==> config.mk <==
export PLATFORM = sky130hd
export DESIGN_NAME = mem_access_unit
export DESIGN_NICKNAME = d
export VERILOG_FILES = /design/src/rtl/mem_pkg.sv /design/src/rtl/load_align.sv /design/src/rtl/mem_access_unit.sv
export SDC_FILE = /design/constraint.sdc
export NUM_CORES = 1
export LEC_CHECK = 0
export CORE_ASPECT_RATIO = 0.75
export CORE_MARGIN = 3
export CORE_UTILIZATION = 41
export CTS_CLUSTER_SIZE = 12
export DETAILED_ROUTE_END_ITERATION = 16
export GPL_ROUTABILITY_DRIVEN = 1
export PLACE_DENSITY = 0.89
export SKIP_LAST_GASP = 1
export SLEW_MARGIN = 20
export SYNTH_ARGS = -nofsm -noshare
export SYNTH_HDL_FRONTEND = slang
export SYNTH_SLANG_ARGS = --single-unit
==> constraint.sdc <==
create_clock -name clk -period 3.6 [get_ports clk]
set_input_delay 1.08 -clock clk [delete_from_list [all_inputs] [get_ports clk]]
set_output_delay 1.08 -clock clk [all_outputs]
set_load 0.05 [all_outputs]
==> src/rtl/mem_pkg.sv <==
// Shared definitions for the memory access unit: RV32I load/store size codes,
// FSM state encoding and the store lane helpers.
package mem_pkg;

  localparam logic [2:0] F3_B  = 3'b000;
  localparam logic [2:0] F3_H  = 3'b001;
  localparam logic [2:0] F3_W  = 3'b010;
  localparam logic [2:0] F3_BU = 3'b100;
  localparam logic [2:0] F3_HU = 3'b101;

  typedef enum logic [1:0] {
    IDLE,
    LOAD_WAIT,
    RESP
  } state_t;

  // Byte enables for a store of the given size at the given byte offset.
  function automatic logic [3:0] storeMask(input logic [2:0] funct3, input logic [1:0] offset);
    case (funct3)
      F3_B:    return 4'b0001 << offset;
      F3_H:    return 4'b0011 << offset;
      default: return 4'b1111;
    endcase
  endfunction

  // Replicate narrow store data so every lane carries it; byte enables pick the lane.
  function automatic logic [31:0] storeData(input logic [2:0] funct3, input logic [31:0] wdata);
    case (funct3)
      F3_B:    return {4{wdata[7:0]}};
      F3_H:    return {2{wdata[15:0]}};
      default: return wdata;
    endcase
  endfunction

endpackage

==> src/rtl/load_align.sv <==
// Selects the addressed byte/halfword of a BRAM word and sign- or zero-extends it.
module load_align
  import mem_pkg::*;
(
  input  logic [2:0]  funct3,
  input  logic [1:0]  addr,
  input  logic [31:0] word,
  output logic [31:0] result
);

  logic [31:0] shifted;

  always_comb begin
    // NOTE: every output of a combinational block gets a default first; a path that skips an assignment infers a latch.
    result  = word;
    shifted = word >> {addr, 3'b000};
    case (funct3)
      F3_B:    result = {{24{shifted[7]}}, shifted[7:0]};
      F3_BU:   result = {24'h0, shifted[7:0]};
      F3_H:    result = {{16{shifted[15]}}, shifted[15:0]};
      F3_HU:   result = {16'h0, shifted[15:0]};
      default: result = word;
    endcase
  end

endmodule

==> src/rtl/mem_access_unit.sv <==
// Load/store unit between a RV32I core and BRAM port B, with one memory-mapped
// output register shadowing stores to MMIO_ADDR.
module mem_access_unit
  import mem_pkg::*;
#(
  parameter int          ADDR_WIDTH = 13,
  parameter logic [31:0] MMIO_ADDR  = 32'h0000_0FFC
) (
  input  logic                  clk,
  input  logic                  reset,
  input  logic                  req_valid,
  output logic                  req_ready,
  input  logic                  req_store,
  input  logic [2:0]            req_funct3,
  input  logic [31:0]           req_addr,
  input  logic [31:0]           req_wdata,
  output logic                  resp_valid,
  output logic [31:0]           resp_rdata,
  output logic                  resp_err,
  output logic                  mem_en,
  output logic [3:0]            mem_we,
  output logic [ADDR_WIDTH-1:0] mem_addr,
  output logic [31:0]           mem_din,
  input  logic [31:0]           mem_dout,
  output logic [31:0]           mmio_dout
);

  state_t      state;
  logic [2:0]  loadFunct3;
  logic [1:0]  loadOffset;
  logic [31:0] respData;
  logic        respErr;
  logic [31:0] mmioReg;
  logic [31:0] alignedData;

  logic accept, misaligned, outOfRange, illegal, reqErr, mmioHit;

  always_comb begin
    misaligned = ((req_funct3[1:0] == 2'b01) && req_addr[0])
              || ((req_funct3 == F3_W) && (req_addr[1:0] != 2'b00));
    outOfRange = (req_addr >> (ADDR_WIDTH + 2)) != 32'h0;
    illegal    = (req_funct3 == 3'b011) || (req_funct3 == 3'b110) || (req_funct3 == 3'b111)
              || (req_store && req_funct3[2]);
    reqErr     = misaligned || outOfRange || illegal;
    mmioHit    = req_addr[ADDR_WIDTH+1:2] == MMIO_ADDR[ADDR_WIDTH+1:2];
  end

  // Reset gates the handshake outputs so nothing leaks out in the first reset cycle.
  assign req_ready  = (state == IDLE) && !reset;
  assign accept     = req_valid && req_ready;
  assign mem_en     = accept && !reqErr;
  assign mem_we     = (mem_en && req_store) ? storeMask(req_funct3, req_addr[1:0]) : 4'b0000;
  assign mem_addr   = req_addr[ADDR_WIDTH+1:2];
  assign mem_din    = storeData(req_funct3, req_wdata);

  assign resp_valid = (state == RESP) && !reset;
  assign resp_rdata = resp_valid ? respData : 32'h0;
  assign resp_err   = resp_valid && respErr;
  assign mmio_dout  = reset ? 32'h0 : mmioReg;

  load_align u_load_align (
    .funct3 (loadFunct3),
    .addr   (loadOffset),
    .word   (mem_dout),
    .result (alignedData)
  );

  always_ff @(posedge clk) begin
    // NOTE: sequential state uses non-blocking assignments so every register samples pre-edge values.
    if (reset) begin
      state      <= IDLE;
      loadFunct3 <= F3_W;
      loadOffset <= 2'b00;
      respData   <= 32'h0;
      respErr    <= 1'b0;
      mmioReg    <= 32'h0;
    end else begin
      case (state)
        IDLE: begin
          if (accept) begin
            loadFunct3 <= req_funct3;
            loadOffset <= req_addr[1:0];
            respData   <= 32'h0;
            respErr    <= reqErr;
            state      <= (req_store || reqErr) ? RESP : LOAD_WAIT;
            if (mem_en && req_store && mmioHit) begin
              for (int i = 0; i < 4; i++) begin
                if (mem_we[i]) mmioReg[8*i +: 8] <= mem_din[8*i +: 8];
              end
            end
          end
        end
        LOAD_WAIT: begin
          respData <= alignedData;
          state    <= RESP;
        end
        RESP:    state <= IDLE;
        default: state <= IDLE;
      endcase
    end
  end

endmodule

# Yosys cells after proc, flatten, opt, wreduce, memory -nomap -nowiden
# Cells that the tools add are included.
# W data, S select, Z words.
[word_totals]
regBits = 72
elab_cells = 67
[op_classes]
eq_ne = 13
n_reduce_logical = 31
shift = 3
n_mux = 11
[ops]
columns = ["op", "count"]
rows = [
  ["$pmux W32 S2", 2],
  ["$pmux W32 S4", 1],
  ["$mux W32", 3],
  ["$reduce_bool A32 Y1", 1],
  ["$shr A32 B5 Y16", 1],
  ["$reduce_and A4 Y1", 4],
  ["$eq A13 B10 Y1 const B", 1],
  ["$eq A3 B3 Y1 const B", 4],
  ["$logic_and A1 B1 Y1", 10],
  ["$pmux W4 S2", 1],
  ["$logic_or A1 B1 Y1", 7],
  ["$eq A3 B1 Y1 const B", 2],
  ["$eq A3 B2 Y1 const B", 2],
  ["$logic_not A3 Y1", 2],
  ["$eq A2 B1 Y1 const B", 2],
  ["$mux W2", 2],
  ["$mux W4", 1],
  ["$pmux W2 S2", 1],
  ["$reduce_and A2 Y1", 2],
  ["$reduce_bool A2 Y1", 2],
  ["$shl A1 B2 Y4 const A", 1],
  ["$shl A2 B2 Y4 const A", 1],
  ["$eq A2 B2 Y1 const B", 1],
  ["$logic_not A1 Y1", 2],
  ["other kinds (2)", 2],
]

# Logic depth before layout (Yosys ltp)
[logic_depth]
ltp_word = 10
depth_mapped = 9
mapped_depth_nobuf = 5

# Hierarchy
# A second synthesis with hierarchy kept.
[unflattened]
cells_unflattened = 609
hier_area_um2 = 4626.9
[by_module_without_submodules]
columns = ["module", "seq_area_each_um2", "area_each_um2", "n_inst", "cells_per_inst"]
rows = [
  ["mem_access_unit", 1441.4, 3911.3, 1, 498],
  ["load_align", 0.0, 715.7, 1, 111],
]

# Worst setup path after synthesis
# Ideal clock, no wire load.
[synth_timing]
path_type = "input -> output"
from = "input port req_funct3[2]"
to = "output port mem_we[2]"
t_required_ps = 2520
path_stages = 6
arrival_ps = 2831
path_slack_ps = -311
cell_sequence = "buf_2 > a211oi_1 > nand2_1 > nor2_2 > nand3b_1 > a31oi_1"
[synth_between]
elab_chain_cells = 9
elab_cells_between_ends = 19
classes_between = "eq/ne: 5; mux: 2; reduce/logical: 12"
[synth_lines]
columns = ["element", "line", "text"]
rows = [
  ["from (decl)", "mem_access_unit.sv:14", "input logic [2:0] req_funct3,"],
  ["$eq A3 B2 Y1, or another cell as far along", "mem_access_unit.sv:40", "|| ((req_funct3 == F3_W) && (req_addr[1:0] != 2'b00));"],
  ["$logic_and A1 B1 Y1 / $logic_or A1 B1 Y1 (equally long branches)", "mem_access_unit.sv:40, mem_access_unit.sv:42", ""],
  ["$logic_or A1 B1 Y1 (on tied branches)", "mem_access_unit.sv:40, mem_access_unit.sv:42", ""],
  ["$logic_or A1 B1 Y1 (on tied branches)", "mem_access_unit.sv:44, mem_access_unit.sv:43", ""],
  ["$logic_or A1 B1 Y1", "mem_access_unit.sv:44", "reqErr = misaligned || outOfRange || illegal;"],
  ["$logic_not A1 Y1", "mem_access_unit.sv:51", "assign mem_en = accept && !reqErr;"],
  ["$logic_and A1 B1 Y1", "mem_access_unit.sv:51", ""],
  ["$logic_and A1 B1 Y1", "mem_access_unit.sv:52", "assign mem_we = (mem_en && req_store) ? storeMask(req_funct3, req_addr[1:0]) : 4'b0000;"],
  ["$mux W4 (*)", "mem_access_unit.sv:52", ""],
  ["to (decl)", "mem_access_unit.sv:21", "output logic [3:0] mem_we,"],
]
# Every way passes the cells marked *; elsewhere a longest branch is shown, timed or not.

# Worst setup path after layout
[layout_timing]
from = "input port req_addr[21]"
to = "output port mem_we[2]"
[layout_between]
elab_chain_cells = 7
[layout_lines]
columns = ["element", "line", "text"]
rows = [
  ["from (decl)", "mem_access_unit.sv:15", "input logic [31:0] req_addr,"],
  ["$reduce_bool A32 Y1", "mem_access_unit.sv:41", "outOfRange = (req_addr >> (ADDR_WIDTH + 2)) != 32'h0;"],
  ["$logic_or A1 B1 Y1 (2 in a row)", "mem_access_unit.sv:44", ""],
  ["$logic_not A1 Y1", "mem_access_unit.sv:51", ""],
  ["$logic_and A1 B1 Y1", "mem_access_unit.sv:51", ""],
  ["$logic_and A1 B1 Y1", "mem_access_unit.sv:52", ""],
  ["$mux W4", "mem_access_unit.sv:52", ""],
]
# Every way passes these cells.

==> impl_metrics.ini <==
[timing]
finClkSkew_ns = 0.00471
fin_crit_sh_pct = 98.7
setup_viol = 0
whs_ns = 0.461
fin_crit_ns = 3.55
max_slew_margin_pct = 43.9
slew_viol_final = 0
worst_pin_slew_ns = 0.841
rsz0062_at_grt = yes
hold_violations = 0
fmax_ghz = 0.281

[detailed_routing]
drt-pass1-iter-count = 6
viasPerCell = 5.68
route.detailed.drc = 0
wl_met2_mm = 8.58
initialDrtViolationCount = 468
m1WireLength_mm = 6.33
drt_wl_total_mm = 17.7
num_vias = 4975
wl_met3_mm = 1.66
maxUsedRoutingLayer = met4
wl_per_cell_um = 20.2
ant_nets = 0

[finish]
nets = 838
final_common_cell = buf_4
num-fill-cells = 588
n_antenna_cell = 0
drive_gt1_share_pct = 36.5
area_growth_pct = 77.0
final_cells = 876
fin_area_sq_um = 7880
final_util_pct = 75.4
final_cell_mix = buf_4 (94), clkdlybuf4s50_1 (77), buf_12 (75)

[synth]
netlist_area_sq_um = 4450
syn_nets = 610
synth.distinct_cells = 41
synth_seq_area_share_pct = 32.4
ys_ff_latch = 72
syn_inst = 507
yosys_warnings = 0
syn_area_per_cell_sq_um = 8.79

[setup_path]
cp-start-kind = input port
crit_type = in2out
crit_arrival_ns = 2.47
crit_fanout = 4
crit_start = req_addr[21]
reg2reg_from = loadOffset[0]
critPathRequiredTime_ns = 2.52
cp-end-kind = output port

[die]
row_count = 32
die_h_um = 96.3
core_region_area_sq_um = 10500
die_area_sq_um = 12200
num_io_pins = 220
initial_core_util_pct = 42.6
die_x_um = 126

[clock_network]
cts_buffers = 9
tritoncts = built
htreeDepth = 3
clock_path_buffers = 2
clock_latency_ns = 0.33
clkTransAtPathRegs_ns = 0.06
holdBufCountCts = 0
cts.sinks = 72
cts-root-buf = clkbuf_16

[global_route]
grt_pass1_wl_mm = 27.0
overflow = 0
grt_max_degree = 70
grt_use_total_pct = 28.4
antenna_found_initial = 0
grt_pass1_vias = 5022

[pwr]
p_per_area_nw_per_um2 = 292
max-vdd-ir-drop_mv = 0.277
p_sw_uw = 697
swShare_pct = 30.3
comb_power_share_pct = 25.3
power.leakage_uw = 0.00342
seq_power_share_pct = 35.9
pwr-share-clk_pct = 38.8
p_int_uw = 1600

[place]
placement.cell_area_sq_um = 7420
placedCellCount = 845
dpl.hpwl_mm = 13.2
port_buffers = 219
routabilityCongestion = 0.969

[job]
maxCapViolCount = 0

[hold_path]
hold_start = respData[0]
hp-class = reg2reg

[status]
outcome = finished, final reports clean
synthesized netlist by cell type, drive strengths merged:
cell type | n | area [sq um]
inv | 17 | 63.8
o21bai | 1 | 7.51
a21oi | 31 | 155
mux2 | 33 | 372
nand2 | 27 | 106
nor3b | 1 | 7.51
buf | 36 | 275
clkbuf | 19 | 71.3
nor2 | 40 | 160
nor4b | 2 | 47.6
nand3 | 1 | 5.00
mux2i | 34 | 340
o21ai | 17 | 85.1
nor4 | 5 | 46.3
a211oi | 3 | 35.0
o211ai | 1 | 7.51
and4 | 2 | 17.5
nor3 | 6 | 40.0
dfxtp | 72 | 1440
nand4 | 7 | 88.8
nand2b | 39 | 244
nor2b | 42 | 280
and2 | 35 | 221
a221o | 24 | 240
a31oi | 2 | 12.5
nand3b | 2 | 15.0
o221ai | 7 | 61.3
or3 | 1 | 6.26
worst max-delay path: stages:
cell,delay [ns]
clkdlybuf4s15_1,0.19
nor4_2,0.26
nand2_2,0.14
nor2_4,0.11
nand3b_1,0.24
a31oi_2,0.28
buf_12,0.17
sequential cells by signal (all words and copies together), names as in the netlist:
signal      cells
respData       32
loadOffset      2
state           2
respErr         1
mmioReg        32
loadFunct3      3
worst paths after layout:
| path | endpoint | slack, ns | depth (start not counted) |
|---|---|---|---|
| worst max register to register | respData[26] | 1.02 | 4 |
| worst max-delay path | mem_we[2] | 0.05 | 7 |
| worst min-delay path | respData[0] | 0.46 | 2 |
| worst min register to register | respData[0] | 0.46 | 2 |
metal layers:
metal | up-vias | GRT usage (%)
met5 | - | 0
met4 | 0 | 14.3
met3 | 98 | 8.82
met2 | 348 | 51.8
met1 | 2339 | 30.0
li1 | 2190 | -
cells by family after synthesis:
family / after synthesis / synth area share, %
AOI/OAI and AO/OA: 86 / 13.6
DFF: 72 / 32.4
buffers and inverters: 72 / 9.21
and+or+nand+nor: 210 / 28.9
muxes: 67 / 16.0
final cells by class:
class | instances | area (sq um) | area share, %
inverter | 17 | 63.8 | 0.810
clock buffer | 9 | 225 | 2.86
timing repair buffer | 272 | 3180 | 40.3
tap | 136 | 170 | 2.16
multi-input combinational | 363 | 2730 | 34.7
clock inverter | 7 | 71.3 | 0.905
sequential | 72 | 1440 | 18.3
per-stage QoR:
stage                     power, uW  setup slack [ns]  TNS [ns]
after detailed placement       1410            -0.347     -4.50
after floorplan                1120            -0.111    -0.177
after global placement         1390            -0.191     -2.57
after global routing           2360           -0.0140   -0.0140
final                          2300            0.0452         0
after CTS                      2290           -0.0106   -0.0106
power by group through the flow:
stage / sequential (uW) / clock, uW / combinational (uW)
finish: 825 / 893 / 581
global route: 826 / 925 / 609
global placement: 840 / 0 / 553
floorplan: 826 / 0 / 298
CTS: 824 / 897 / 572
detailed placement: 841 / 0 / 569
repair_timing:
| item | CTS | global route |
|---|---|---|
| endpoints found under the setup margin | 29 | 53 |
| resized for setup | 45 | 42 |
| pin swaps | 13 | 14 |
| buffers inserted | 16 | 1 |
(Power assumes the default switching activity.)
